`src/rtl/spart_rx.sv`:
```
// spart_rx: 16x-oversampled 8N1 serial receiver with data-available, framing-error and overrun status
module spart_rx #(
  parameter int DATA_BITS = 8,
  parameter int OVERSAMPLE = 16,
  parameter int SYNC_STAGES = 2
) (
  input  logic                 clk,
  input  logic                 rst,
  input  logic                 rx_enable,
  input  logic                 rxd,
  input  logic                 rd_ack,
  output logic [DATA_BITS-1:0] data_out,
  output logic                 rda,
  output logic                 framing_err,
  output logic                 overrun
);
  localparam int TW = $clog2(OVERSAMPLE);
  localparam int BW = $clog2(DATA_BITS + 1);
  localparam logic [TW-1:0] HALF_LAST = TW'(OVERSAMPLE / 2 - 1);
  localparam logic [TW-1:0] BIT_LAST = TW'(OVERSAMPLE - 1);
  localparam logic [BW-1:0] DATA_LAST = BW'(DATA_BITS - 1);
  typedef enum logic [1:0] {IDLE, START, DATA, STOP} state_t;
  state_t state, state_n;
  logic [SYNC_STAGES-1:0] sync;
  logic [TW-1:0] tick_cnt, tick_n;
  logic [BW-1:0] bit_cnt, bit_n;
  logic [DATA_BITS-1:0] shift, shift_n, data_n;
  logic armed, armed_n, rda_n, fe_n, ov_n, rxd_s;
  assign rxd_s = sync[SYNC_STAGES-1];
  always_ff @(posedge clk or negedge rst)
    if (!rst) begin
      sync <= '1;
      state <= IDLE;
      tick_cnt <= '0;
      bit_cnt <= '0;
      shift <= '0;
      armed <= 1'b0;
      data_out <= '0;
      rda <= 1'b0;
      framing_err <= 1'b0;
      overrun <= 1'b0;
    end else begin
      sync <= {sync[SYNC_STAGES-2:0], rxd};
      state <= state_n;
      tick_cnt <= tick_n;
      bit_cnt <= bit_n;
      shift <= shift_n;
      armed <= armed_n;
      data_out <= data_n;
      rda <= rda_n;
      framing_err <= fe_n;
      overrun <= ov_n;
    end
  always_comb begin
    state_n = state;
    tick_n = tick_cnt;
    bit_n = bit_cnt;
    shift_n = shift;
    armed_n = armed;
    data_n = data_out;
    rda_n = rd_ack ? 1'b0 : rda;
    fe_n = rd_ack ? 1'b0 : framing_err;
    ov_n = rd_ack ? 1'b0 : overrun;
    if (rx_enable)
      case (state)
        IDLE: begin
          armed_n = rxd_s;
          tick_n = '0;
          state_n = (armed && !rxd_s) ? START : IDLE;
        end
        START: begin
          tick_n = tick_cnt + 1'b1;
          if (tick_n == HALF_LAST) begin
            state_n = rxd_s ? IDLE : DATA;
            tick_n = '0;
            bit_n = '0;
          end
        end
        DATA: begin
          tick_n = tick_cnt + 1'b1;
          if (tick_cnt == BIT_LAST) begin
            tick_n = '0;
            shift_n = {rxd_s, shift[DATA_BITS-1:1]};
            bit_n = bit_cnt + 1'b1;
            state_n = (bit_cnt == DATA_LAST) ? STOP : DATA;
          end
        end
        STOP: begin
          tick_n = tick_cnt + 1'b1;
          if (tick_cnt == BIT_LAST) begin
            state_n = IDLE;
            tick_n = '0;
            data_n = shift;
            rda_n = 1'b1;
            fe_n = ~rxd_s;
            ov_n = rda & ~rd_ack;
          end
        end
        default: state_n = IDLE;
      endcase
  end
endmodule

```
`config.mk`:
```
export PLATFORM = sky130hd
export DESIGN_NAME = spart_rx
export DESIGN_NICKNAME = d
export VERILOG_FILES = /design/src/rtl/spart_rx.sv
export SDC_FILE = /design/constraint.sdc
export NUM_CORES = 1
export LEC_CHECK = 0
export ABC_AREA = 1
export CORE_ASPECT_RATIO = 0.6
export CORE_MARGIN = 5
export CORE_UTILIZATION = 55
export CTS_BUF_LIST = sky130_fd_sc_hd__clkbuf_2
export CTS_CLUSTER_DIAMETER = 80
export DETAILED_ROUTE_END_ITERATION = 16
export PLACE_DENSITY = 0.76
export SETUP_SLACK_MARGIN = 0.15
export SYNTH_ARGS = -nofsm -noshare
export SYNTH_HDL_FRONTEND = slang
export SYNTH_SLANG_ARGS = --single-unit
```
`constraint.sdc`:
```
create_clock -name clk -period 1.6 [get_ports clk]
set_input_delay 0.48 -clock clk [delete_from_list [all_inputs] [get_ports clk]]
set_output_delay 0.48 -clock clk [all_outputs]
set_load 0.1 [all_outputs]
```
==> run summary <==
GP Congestion: 0.852
share of the synthesized area in the top cell type: 0.520
worst-path fanout max: 6
Syn-to-layout area delta: 38.8%
Post-Synth Adder-Cell Area: 0.0260
TritonCTS clock tree: done
Bufs and invs on worst path: 1
NumNets Final: 213
initial DRC count: 165
syn nets: 174
die area: 3780 um^2
die span in x: 76.1 um
I/O Buffers: 15
Die Ht: 49.7 um
MaxCap Viol Count: 0
ys flop type: dfrtp_1
synth top area cells: dfrtp_1 52%, nand2_1 13%, o21ai_0 8.0%
syn avg cell area: 8.69 um^2
antenna violations before repair: 0
Simple-Gate Fraction of Synth Area: 0.241
setup ws final: 67.2 ps
CP Class: register to register
Rel. slew slack: 0.645
# setup viols final: 0
portion of netlist area occupied by mux cells: 0
initial core utilization: 0.576
Worst-path clk slew: 180 ps
Power Density: 946 nW/um^2
GRT Util Overall: 0.180
slowest CP cell: dfrtp_1
Synth cell types: 24
vias per cell: 5.53
Compound-Gate Fraction of Synth Area: 0.0928
Rows: 14
Core Area: 2500 um^2
RSZ-0062 raised after global routing: true
total gr overflow: 0
drt pass-1 iters: 4
root buffer cell: clkbuf_2
layout cells sized above 1: 0.306
crit path DAT: 1800 ps
clock sink count: 32
fin crit period: 1530 ps
commonest cells in the synthesized netlist: 49 x nand2_1, 30 x dfrtp_1, 23 x o21ai_0, 19 x inv_1, 10 x nor2_1
Slew @ Worst Pin: 527 ps
Min-Delay Path Class: register to register
DP Worst Slack: -176 ps
ANT nets after route: 0
Clock Skew: 36.5 ps
Synth Instances: 166
largest family of logic cells by synthesized area: simple AND/OR/NAND/NOR gates
DR WL/cell: 16.0 um
Crit path max-delay family: simple AND/OR/NAND/NOR gates
htree depth: 2
routed wire length: 3.81 mm
ys async rst share: 1.00
Worst Path Required: 1870 ps
Vias: 1,316
largest net degree at the start of global routing: 22
synthesized area: 1440 um^2
fmax: 652 MHz
status: completed
Hold Fails Final Rpt: 0
Tcrit/Tclk final: 0.958
CP Launch Type: register
fin util: 0.799
antenna cells: 0
CP cell instances: ha_4 > nand3_4 > nor2_2 > nand3_1 > buf_6 > nand3_1 > o21ai_1
Final TNS setup: 0 ps
cts bufs inserted: 5
EDFF count, synth: 0
CTS Buffer Depth: 2
Ports: 16
Largest stage delay, worst path: 450 ps
Leak: 0.967 nW
vias in the first global route: 1,185
most frequent cell after synthesis: nand2_1
fraction of the yosys area taken by sequential cells: 0.557
clk_lat worst skew: 380 ps
reg2reg setup slack: 70 ps
max-slew violations: 0
post-synthesis xor/xnor area fraction: 0.00607
Worst path most repeated cell: nand3_1
Remaining DRCs: 0
Seq cells post-synth: 32
largest area contributor in the netlist: dfrtp_1
Synth warnings: 0
VDD IR max: 677 uV
CP endpoint kind: register
post-detail-place hpwl: 2.24 mm
first-pass GRT wire length: 5.39 mm
==> logic make-up after synthesis <==
logic type                 Yosys count
AOI/OAI and AO/OA                   26
xor gates and xnor gates             1
adders and majority gates            3
buffers and inverters               26
DFF                                 32
and+or+nand+nor                     78
==> final cells by class <==
class                   count  area, um^2
repair buffers             37         440
fillers                   141         503
inverters                  21        78.8
clock inverters             1        3.75
multi-input cells         108         601
flip-flops and latches     32         803
clock buffers               7        35.0
well taps                  32        40.0
==> state kept, by name (all words and copies together), names as in the netlist, named ones only <==
name	count
armed	1
bit_cnt	4
data_out	8
framing_err	1
overrun	1
rda	1
shift	8
state	1
sync	2
tick_cnt	4
==> stage by stage <==
stage,cell area (um^2),total power [W],std cells,hold slack [ps]
after global routing,2000,0.00200,238,371
final,2000,0.00189,238,369
after global placement,1770,0.00134,216,349
after CTS,1880,0.00178,232,368
after detailed placement,1770,0.00137,216,347
after floorplan,1440,0.00126,166,184
==> timing repair <==
action | 4_1_cts | 5_1_grt
pin swaps | 0 | 8
endpoints found under the setup margin | 31 | 36
gates cloned | 0 | 2
buffers inserted | 8 | 4
gates resized for setup | 3 | 28
hold buffers | 0 | 0
==> per-layer routing <==
layer  track usage  up-vias  wire length [um]
met3        0.0564       14               329
met1         0.228      619              1530
met5             0        -                 0
met2         0.294       75              1820
li1              -      608                 -
met4        0.0610        0               131
==> placed cells by master (no fill, tap or decap), types with 3 or more instances in the layout <==
cell type	n
nand2_1	40
dfrtp_1	30
o21ai_0	20
inv_1	18
buf_4	18
buf_12	11
nand2_2	8
nor2_1	7
clkbuf_2	7
nand3_1	6
nand4_1	5
buf_6	4
clkdlybuf4s50_1	4
nor2_2	3
o21ai_1	3
inv_2	3
==> power by group <==
| group | leakage (nW) | switching (W) | internal [W] |
|---|---|---|---|
| Combinational | 0.523 | 0.000302 | 0.000191 |
| Sequential | 0.414 | 0.000122 | 0.000895 |
| Clock | 0.0306 | 0.000266 | 0.000117 |
==> path summary, 6_finish.rpt <==
| path | cells past startpoint | start | endpoint |
|---|---|---|---|
| setup / recovery | 7 | tick_cnt[1] | framing_err |
| hold / removal | 0 | sync[0] | sync[1] |
| min in group asynchronous | 2 | rst | tick_cnt[1] |
| hold reg to reg | 0 | sync[0] | sync[1] |
| setup reg to reg | 7 | tick_cnt[1] | framing_err |
| max in group asynchronous | 2 | rst | data_out[5] |
No activity file was read; power rests on OpenSTA's default activity.
